## src/rtl/bcd_decrementador_3digitos_pkg.sv

```systemverilog
// bcd_decrementador_3digitos_pkg
// Shared BCD / 7-segment definitions for the countdown and up-counter display blocks.
//   DIGIT_W, NUM_DIGITS, BCD_W, SEG_W : widths
//   SEG_0..SEG_9, SEG_BLANK           : active-low {g,f,e,d,c,b,a} patterns (common anode)
//   bcd3_t                            : {hundreds, tens, units} payload
//   seg_decode()                      : digit -> segment pattern (non-BCD codes show blank)
//   digit_clamp()                     : limits a nibble to 0..9
package bcd_decrementador_3digitos_pkg;

   localparam int unsigned DIGIT_W    = 4;
   localparam int unsigned NUM_DIGITS = 3;
   localparam int unsigned BCD_W      = DIGIT_W * NUM_DIGITS;
   localparam int unsigned SEG_W      = 7;

   localparam logic [DIGIT_W-1:0] DIGIT_MAX = 4'd9;

   typedef logic [SEG_W-1:0] seg_t;

   localparam seg_t SEG_0     = 7'b1000000;
   localparam seg_t SEG_1     = 7'b1111001;
   localparam seg_t SEG_2     = 7'b0100100;
   localparam seg_t SEG_3     = 7'b0110000;
   localparam seg_t SEG_4     = 7'b0011001;
   localparam seg_t SEG_5     = 7'b0010010;
   localparam seg_t SEG_6     = 7'b0000010;
   localparam seg_t SEG_7     = 7'b1111000;
   localparam seg_t SEG_8     = 7'b0000000;
   localparam seg_t SEG_9     = 7'b0010000;
   localparam seg_t SEG_BLANK = 7'b1111111;

   typedef struct packed {
      logic [DIGIT_W-1:0] hund;
      logic [DIGIT_W-1:0] tens;
      logic [DIGIT_W-1:0] units;
   } bcd3_t;

   // Digit to active-low segment pattern
   function automatic seg_t seg_decode(input logic [DIGIT_W-1:0] digit);
      seg_t seg;
      case (digit)
         4'd0:    seg = SEG_0;
         4'd1:    seg = SEG_1;
         4'd2:    seg = SEG_2;
         4'd3:    seg = SEG_3;
         4'd4:    seg = SEG_4;
         4'd5:    seg = SEG_5;
         4'd6:    seg = SEG_6;
         4'd7:    seg = SEG_7;
         4'd8:    seg = SEG_8;
         4'd9:    seg = SEG_9;
         default: seg = SEG_BLANK;
      endcase
      return seg;
   endfunction

   // Non-BCD nibbles (A..F) saturate to 9
   function automatic logic [DIGIT_W-1:0] digit_clamp(input logic [DIGIT_W-1:0] digit);
      return (digit > DIGIT_MAX) ? DIGIT_MAX : digit;
   endfunction

endpackage

```

## src/rtl/bcd_decrementador_3digitos_if.sv

```systemverilog
// bcd_decrementador_3digitos_if
// Control and display bundle of the three-digit BCD countdown.
//   enb, ld, din                 : count enable, parallel load, load value (master -> slave)
//   bcd, sgm0..sgm2, cnt_zero    : count, per-digit segments, zero flag (slave -> master)
//   done                         : one-cycle pulse when a decrement reaches 000
interface bcd_decrementador_3digitos_if;
   import bcd_decrementador_3digitos_pkg::*;

   logic  enb;
   logic  ld;
   bcd3_t din;
   bcd3_t bcd;
   seg_t  sgm0;
   seg_t  sgm1;
   seg_t  sgm2;
   logic  cnt_zero;
   logic  done;

   modport master (
      output enb, ld, din,
      input  bcd, sgm0, sgm1, sgm2, cnt_zero, done
   );

   modport slave (
      input  enb, ld, din,
      output bcd, sgm0, sgm1, sgm2, cnt_zero, done
   );

endinterface

```

## src/rtl/bcd_bloco_dec.sv

```systemverilog
// bcd_bloco_dec
// One BCD digit of a down-counter; chain three for a 000..999 countdown.
//   ck, rst_n : clock, async active-low reset (loads init)
//   enb       : borrow-in, decrement on this edge
//   ld, d     : synchronous load of d (clamped to 9), wins over enb
//   init      : reset value of the digit
//   q         : registered digit
//   borrow_c  : borrow-out, enb while q is 0 (combinational)
module bcd_bloco_dec
   import bcd_decrementador_3digitos_pkg::*;
(
   input  logic               ck,
   input  logic               rst_n,
   input  logic               enb,
   input  logic               ld,
   input  logic [DIGIT_W-1:0] d,
   input  logic [DIGIT_W-1:0] init,
   output logic [DIGIT_W-1:0] q,
   output logic               borrow_c
);

   // Digit register: load > decrement > hold
   always_ff @(posedge ck or negedge rst_n) begin
      if (!rst_n) begin
         q <= init;
      end else if (ld) begin
         q <= digit_clamp(d);
      end else if (enb) begin
         q <= (q == '0) ? DIGIT_MAX : (q - DIGIT_W'(1));
      end
   end

   assign borrow_c = enb & (q == '0);

endmodule

```

## src/rtl/bcd_decrementador_3digitos.sv

```systemverilog
// bcd_decrementador_3digitos
// Three-digit BCD countdown (000..999) with per-digit 7-segment outputs.
//   ck, rst_n : clock, async active-low reset (count returns to INIT)
//   bus       : slave side of bcd_decrementador_3digitos_if
//               (enb, ld, din in; bcd, sgm0..2, cnt_zero, done out)
// Parameters:
//   WRAP : 0 = hold at 000, 1 = 000 decrements to 999
//   INIT : BCD reset value, every nibble 0..9
// Build option:
//   BCD_BLANK_LEADING_ZEROS_EN : blank leading zero digits on sgm2/sgm1 (sgm0 always shown)
module bcd_decrementador_3digitos
   import bcd_decrementador_3digitos_pkg::*;
#(
   parameter bit               WRAP = 1'b0,
   parameter logic [BCD_W-1:0] INIT = 12'h000
) (
   input logic ck,
   input logic rst_n,
   bcd_decrementador_3digitos_if.slave bus
);

   localparam bcd3_t INIT_S = INIT;

   logic [DIGIT_W-1:0] q_units;
   logic [DIGIT_W-1:0] q_tens;
   logic [DIGIT_W-1:0] q_hund;
   logic               units_borrow_c;
   logic               tens_borrow_c;
   logic               hund_borrow_unused;
   logic               is_zero_c;
   logic               units_enb_c;
   logic               done_q;
   bcd3_t              cnt;

   assign cnt       = {q_hund, q_tens, q_units};
   assign is_zero_c = (cnt == BCD_W'(0));

   // Without WRAP the whole chain is frozen at 000 so no digit underflows
   assign units_enb_c = bus.enb & ~(~WRAP & is_zero_c);

   bcd_bloco_dec u_units (
      .ck       (ck),
      .rst_n    (rst_n),
      .enb      (units_enb_c),
      .ld       (bus.ld),
      .d        (bus.din.units),
      .init     (INIT_S.units),
      .q        (q_units),
      .borrow_c (units_borrow_c)
   );

   bcd_bloco_dec u_tens (
      .ck       (ck),
      .rst_n    (rst_n),
      .enb      (units_borrow_c),
      .ld       (bus.ld),
      .d        (bus.din.tens),
      .init     (INIT_S.tens),
      .q        (q_tens),
      .borrow_c (tens_borrow_c)
   );

   // Borrow out of the hundreds digit only marks the 000 -> 999 wrap; nothing consumes it
   bcd_bloco_dec u_hund (
      .ck       (ck),
      .rst_n    (rst_n),
      .enb      (tens_borrow_c),
      .ld       (bus.ld),
      .d        (bus.din.hund),
      .init     (INIT_S.hund),
      .q        (q_hund),
      .borrow_c (hund_borrow_unused)
   );

   // done pulses for the single edge that decrements 001 to 000; a load cancels it
   always_ff @(posedge ck or negedge rst_n) begin
      if (!rst_n) begin
         done_q <= 1'b0;
      end else begin
         done_q <= ~bus.ld & bus.enb & (cnt == BCD_W'(1));
      end
   end

   // Segment decode straight from the registered digits
   always_comb begin
      bus.sgm0 = seg_decode(q_units);
      bus.sgm1 = seg_decode(q_tens);
      bus.sgm2 = seg_decode(q_hund);
`ifdef BCD_BLANK_LEADING_ZEROS_EN
      if (q_hund == '0) begin
         bus.sgm2 = SEG_BLANK;
         if (q_tens == '0) begin
            bus.sgm1 = SEG_BLANK;
         end
      end
`endif
   end

   assign bus.bcd      = cnt;
   assign bus.cnt_zero = is_zero_c;
   assign bus.done     = done_q;

endmodule

```

## src/flat_wrapper.sv

```systemverilog
// flat-port wrapper written by rule: the top's interface ports become plain ports
module bcd_decrementador_3digitos_flat import bcd_decrementador_3digitos_pkg::*;
#(
   parameter bit               WRAP = 1'b0,
   parameter logic [BCD_W-1:0] INIT = 12'h000
)
  (ck, rst_n, bus_enb, bus_ld, bus_din, bus_bcd, bus_sgm0, bus_sgm1, bus_sgm2, bus_cnt_zero, bus_done);
  bcd_decrementador_3digitos_if bus_i ();
  input logic ck;
  input logic rst_n;
  input wire logic [$bits(bus_i.enb)-1:0] bus_enb;
  input wire logic [$bits(bus_i.ld)-1:0] bus_ld;
  input wire logic [$bits(bus_i.din)-1:0] bus_din;
  output wire logic [$bits(bus_i.bcd)-1:0] bus_bcd;
  output wire logic [$bits(bus_i.sgm0)-1:0] bus_sgm0;
  output wire logic [$bits(bus_i.sgm1)-1:0] bus_sgm1;
  output wire logic [$bits(bus_i.sgm2)-1:0] bus_sgm2;
  output wire logic [$bits(bus_i.cnt_zero)-1:0] bus_cnt_zero;
  output wire logic [$bits(bus_i.done)-1:0] bus_done;
  assign bus_i.enb = bus_enb;
  assign bus_i.ld = bus_ld;
  assign bus_i.din = bus_din;
  assign bus_bcd = bus_i.bcd;
  assign bus_sgm0 = bus_i.sgm0;
  assign bus_sgm1 = bus_i.sgm1;
  assign bus_sgm2 = bus_i.sgm2;
  assign bus_cnt_zero = bus_i.cnt_zero;
  assign bus_done = bus_i.done;
  bcd_decrementador_3digitos #(.WRAP(WRAP), .INIT(INIT)) u_core (.ck(ck), .rst_n(rst_n), .bus(bus_i));
endmodule
```

## config.mk

```make
export PLATFORM = sky130hd
export DESIGN_NAME = bcd_decrementador_3digitos_flat
export DESIGN_NICKNAME = d
export VERILOG_FILES = /design/src/rtl/bcd_decrementador_3digitos_pkg.sv /design/src/rtl/bcd_decrementador_3digitos_if.sv /design/src/rtl/bcd_bloco_dec.sv /design/src/rtl/bcd_decrementador_3digitos.sv /design/src/flat_wrapper.sv
export SDC_FILE = /design/constraint.sdc
export NUM_CORES = 1
export LEC_CHECK = 0
export BUFFER_PORTS_ARGS = -buffer_cell sky130_fd_sc_hd__buf_4
export CAP_MARGIN = 30
export CORE_ASPECT_RATIO = 0.9
export CORE_MARGIN = 2
export CORE_UTILIZATION = 45
export DETAILED_ROUTE_END_ITERATION = 10
export PLACE_DENSITY = 0.76
export SLEW_MARGIN = 20
export SYNTH_ARGS = -nofsm -noshare
export SYNTH_HDL_FRONTEND = slang
export SYNTH_SLANG_ARGS = --single-unit
```

## constraint.sdc

```tcl
create_clock -name ck -period 1.6 [get_ports ck]
set_input_delay 0.08 -clock ck [delete_from_list [all_inputs] [get_ports ck]]
set_output_delay 0.08 -clock ck [all_outputs]
set_load 0.005 [all_outputs]
```

# Word level (Yosys, flattened, before mapping)
# Memories as Yosys holds them, arrays and structs flattened.
# Index checks and enable logic that the tools add are counted.
op_classes:
  addsub: 3
  magnitude_cmp: 3
  n_eq_ne: 1
  muxes: 12
  bitwise_logic: 7
  reduce_logical: 7
ops:
  columns: ["operator", "n"]
  rows:
  - ["$mux W4", 12]
  - ["$eq A12 B1 Y1 const B", 1]
  - ["$gt A4 B4 Y1 const B", 3]
  - ["$logic_not A12 Y1", 1]
  - ["$logic_not A4 Y1", 3]
  - ["$sub A4 B1 Y4 const B", 3]
  - ["$reduce_bool A2 Y1", 3]
  - ["$and A1 B1 Y1", 5]
  - ["$not A1 Y1", 2]
totals:
  reg_bits: 13
  mem_bits_ro: 336
  in_bits: 16
  output_inout_bits: 35
  elab_cells: 40
  memories: 3
mem_list:
  columns: ["name", "words", "word_bits", "read_ports", "rd_clocked_by_memory_dff", "wr", "line_no", "text"]
  rows:
  - ["(no name shown)", 16, 7, 1, 0, 0, "bcd_decrementador_3digitos_pkg.sv:40", "case (digit)"]
  - ["(no name shown)", 16, 7, 1, 0, 0, "bcd_decrementador_3digitos_pkg.sv:40", null]
  - ["(no name shown)", 16, 7, 1, 0, 0, "bcd_decrementador_3digitos_pkg.sv:40", null]

# Logic depth before layout (Yosys ltp)
logic_depth:
  depth_word: 7
  depth_mapped: 7
  mapped_depth_nobuf: 6

# Worst setup path before layout
# No wires, ideal clock.
synth_timing:
  path_type: "flip-flop to flip-flop"
  startpoint: "register u_core.u_tens.q[1]"
  endpoint: "register u_core.u_units.q[3]"
  setup_time_ns: 0.118
  arrival_ns: 1.652
  required_ns: 1.482
  slack_ns: -0.170
  stages_incl_launch_ff: 8
  path_buffers: 1
  synth_period_minus_slack_ns: 1.770
  cell_sequence: "dfrtp_1 -> inv_1 -> ha_1 -> or3b_1 -> buf_6 -> nor3_2 -> a2111oi_1 -> a21o_1"
synth_between:
  elab_chain_len: 4
synth_rtl:
  columns: ["element", "line_no", "text"]
  rows:
  - ["start: declaration", "bcd_bloco_dec.sv:18", "output logic [DIGIT_W-1:0] q,"]
  - ["start signal: assignment", "bcd_bloco_dec.sv:25", "q <= init;"]
  - ["start signal: assignment", "bcd_bloco_dec.sv:27", "q <= digit_clamp(d);"]
  - ["start signal: assignment", "bcd_bloco_dec.sv:29", "q <= (q == '0) ? DIGIT_MAX : (q - DIGIT_W'(1));"]
  - ["$logic_not A12 Y1", "bcd_decrementador_3digitos.sv:36", "assign is_zero_c = (cnt == BCD_W'(0));"]
  - ["$not A1 Y1", "bcd_decrementador_3digitos.sv:39", "assign units_enb_c = bus.enb & ~(~WRAP & is_zero_c);"]
  - ["$and A1 B1 Y1", "bcd_decrementador_3digitos.sv:39", null]
  - ["$reduce_bool A2 Y1 (no source line)", null, null]
  - ["end signal: assignment", "bcd_bloco_dec.sv:25", null]
  - ["end signal: assignment", "bcd_bloco_dec.sv:27", null]
  - ["end signal: assignment", "bcd_bloco_dec.sv:29", null]
  - ["end: declaration", "bcd_bloco_dec.sv:18", null]
# No other way between the ends.
# A chain may end at the register's enable or synchronous reset.

# Final worst setup path
layout_timing:
  startpoint: "register u_core.u_tens.q[0]"
  endpoint: "register u_core.u_units.q[3]"
# Same word-level chain as after synthesis.

==> flow_summary.json <==
{
  "die_w_um": 63.2,
  "detailroute.via_count": 1739,
  "hold-path-endpoint": "u_core.u_hund.q[2]",
  "antenna_found_initial": 0,
  "timing.final.hold_violations": 0,
  "detail_route.iter0.violations": 72,
  "ff2ff_path_depth": 6,
  "synthToLayoutAreaGrowth_pct": 66.4,
  "cp_data_arrival_time_ns": 1.84,
  "placement_rows": 19,
  "fin_crit_sh": 1.04,
  "drt_drc_violations_left": 0,
  "setup.worst_path.start_class": "register",
  "slowest_delay_ns": 0.43,
  "wl_mm": 4.82,
  "tritoncts": "yes",
  "period_minus_slack_ns": 1.66,
  "io_pins": 51,
  "grt_pass1_wl_mm": 7.40,
  "worst-setup-path-type": "reg2reg",
  "synth_cell_type_count": 41,
  "ff2ff_setup_slack_ns": -0.06,
  "fin_worst_hold_slack_ns": 0.0132,
  "final_hpwl_dp_mm": 3.09,
  "post_drt_wl_per_cell_um": 15.6,
  "clk_transition_reported_paths_ns": 0.08,
  "min_from": "bus_din[10]",
  "postSynthCellCount": 185,
  "cell_area_after_synthesis_um2": 1420,
  "timing.critical_path.from": "u_core.u_tens.q[0]",
  "report.final.setup_viol": 8,
  "timing.setup.tns_ns": -0.219,
  "violations": "negative setup slack",
  "final_cell_mix": "79 x buf_4, 15 x o21ai_0, 15 x nand2_1, 15 x nor2_1, 13 x a21oi_1",
  "max_slew.worst_pin.slew_ns": 0.443,
  "effective_utilization_at_floorplan": 0.467,
  "rsz0062_at_grt": "yes",
  "fraction_of_final_layout_cells_with_drive_strength_greater_than_1": 0.551,
  "async_flop_share": 1.00,
  "floorplan.die_area_um2": 3620,
  "pnr_worst_setup_slack_ns": -0.0592,
  "drtAntennaViolNets": 0,
  "synth.ff_latch_count": 13,
  "p_per_area_nw_per_um2": 718,
  "ys_warn_count": 0,
  "syn_nets": 216,
  "cts-buffers-inserted": 3,
  "cp.required_ns": 1.78,
  "run_status": "complete, but fails checks",
  "clockRootBuffer": "clkbuf_4",
  "core_area_um2": 3040,
  "track_usage": 0.255,
  "r2r_end": "u_core.u_units.q[3]",
  "r2r-start": "u_core.u_tens.q[0]",
  "vias_in_the_first_global_route": 1637,
  "layout_commonest_cell": "buf_4",
  "worst_setup_path_end_kind": "register",
  "ir_drop_mv": 0.553,
  "worstPathMaxFanout": 6,
  "finalNetCount": 299,
  "post-route-util": 0.777,
  "timing.critical_path.max_delay_family": "simple AND/OR/NAND/NOR gates",
  "timing.clock.skew_ns": 0.00101,
  "synth_edf_count": 0,
  "ys_dominant_reg_cell": "dfrtp_1",
  "worstPathCellList": "inv_2 > ha_4 > or3b_4 > nor3_4 > a2111oi_2 > a21o_1",
  "global_route.overflow_total": 0,
  "clock_sink_count": 13,
  "clock_path_buffers": 2,
  "slew_margin_rel": 0.702,
  "grt_max_degree": 22,
  "floorplan.die.height_um": 57.3,
  "post_drt_via_cell_ratio": 5.63,
  "drt_pre_antenna_iters": 4,
  "power.leakage_nw": 1.05,
  "clock_insertion_delay_worst_skew_ns": 0.28,
  "layout.filler_cells": 220,
  "drv.max_cap_violation_count": 0,
  "timing_max_transition_violations_final": 0,
  "critical_path.n_buffers_inverters": 1,
  "ctsHtreeMaxLevel": 1,
  "worstHoldPathCells": 3,
  "finalWeightedCongestion": 0.855,
  "antenna_cells_inserted": 0,
  "yosysSeqAreaShare": 0.229,
  "finalPower_mw": 1.70,
  "dpl_worst_slack_ns": -0.0284,
  "cp_slowest_cell": "or3b_4",
  "hold_path.class": "in2reg",
  "io_buf_count": 50,
  "post_synth.cell_area_avg_um2": 7.68,
  "max_freq_mhz": 603
}
## state kept, by name (all words and copies together) (netlist names)
| name | cells |
|---|---|
| u_core.u_hund.q | 4 |
| u_core.u_tens.q | 4 |
| u_core.u_units.q | 4 |
| u_core.bus.done | 1 |
## layout make-up
cell class                      instances  area (um2)  share of cell area
Tap cell                               42        52.6              0.0222
Timing Repair Buffer                   89         704               0.298
Clock buffer                            4        26.3              0.0111
Multi-Input combinational cell        148        1190               0.505
Inverter                               13        51.3              0.0217
Sequential cell                        13         335               0.142
## worst max-delay path by stage
| stage | end | cells after the start |
|---|---|---|
| floorplan | u_core.u_units.q[3] | 7 |
| global placement | u_core.u_units.q[3] | 6 |
| detailed placement | u_core.u_units.q[3] | 6 |
| CTS | bus_sgm2[3] | 6 |
| global route | u_core.u_units.q[3] | 6 |
| finish | u_core.u_units.q[3] | 6 |
## worst register-to-register path, cell delays in order (launching register included)
cell	delay [ns]
dfrtp_1	0.41
inv_2	0.09
ha_4	0.14
or3b_4	0.43
nor3_4	0.22
a2111oi_2	0.10
a21o_1	0.17
## report_power, final
part           internal (mW)  switching (mW)  leakage (nW)
combinational          0.572           0.498         0.884
sequential             0.365          0.0463         0.151
clock                 0.0970           0.119        0.0150
## routing by layer
metal | track usage | share of wire | vias to the layer above
met5 | 0 | 0 | -
met4 | 0.0311 | 0.018 | 0
met3 | 0.0592 | 0.070 | 15
met2 | 0.465 | 0.51 | 82
met1 | 0.318 | 0.41 | 820
li1 | - | - | 822
## cells by family (layout without fill, tap and decap cells)
family,Yosys count,count (layout),share of synthesized area
buf+inv,24,106,0.0827
xor+xnor,3,3,0.0185
fa+ha+maj,15,15,0.132
simple gates,64,64,0.257
mux,3,3,0.0211
flops,13,13,0.229
compound gates,63,63,0.260
## cell usage after synthesis, types with 2 or more instances
library cell	count	area, um2
a211oi_1	2	15.0
a21oi_1	21	105
a31oi_1	6	37.5
and3_1	2	12.5
buf_2	4	20.0
buf_6	3	33.8
clkbuf_1	4	15.0
dfrtp_1	13	325
ha_1	15	188
inv_1	12	45.0
mux2i_1	3	30.0
nand2_1	15	56.3
nand2b_1	4	25.0
nand3_1	2	10.0
nand3b_1	3	22.5
nor2_1	18	67.6
nor3_1	3	15.0
nor3b_2	3	37.5
nor4_1	2	12.5
o211ai_1	2	15.0
o21a_1	5	37.5
o21ai_0	17	85.1
o21ai_1	2	10.0
o31ai_1	3	22.5
or2_2	3	18.8
or3b_1	2	17.5
xor2_1	2	17.5
## repair_timing
action / 4_1_cts / 5_1_grt
endpoints found under the hold margin: 13 / 0
endpoints found under the setup margin: 10 / 30
buffers inserted: 7 / 4
pin swaps: 10 / 17
hold buffers: 1 / 0
resized for setup: 30 / 29
## metrics by stage
step / cells / cell area [um2]
floorplan: 185 / 1460
global placement: 293 / 2020
detailed placement: 293 / 2020
CTS: 305 / 2230
global route: 309 / 2360
finish: 309 / 2360
Note: power is estimated with default switching activity, not from simulation.
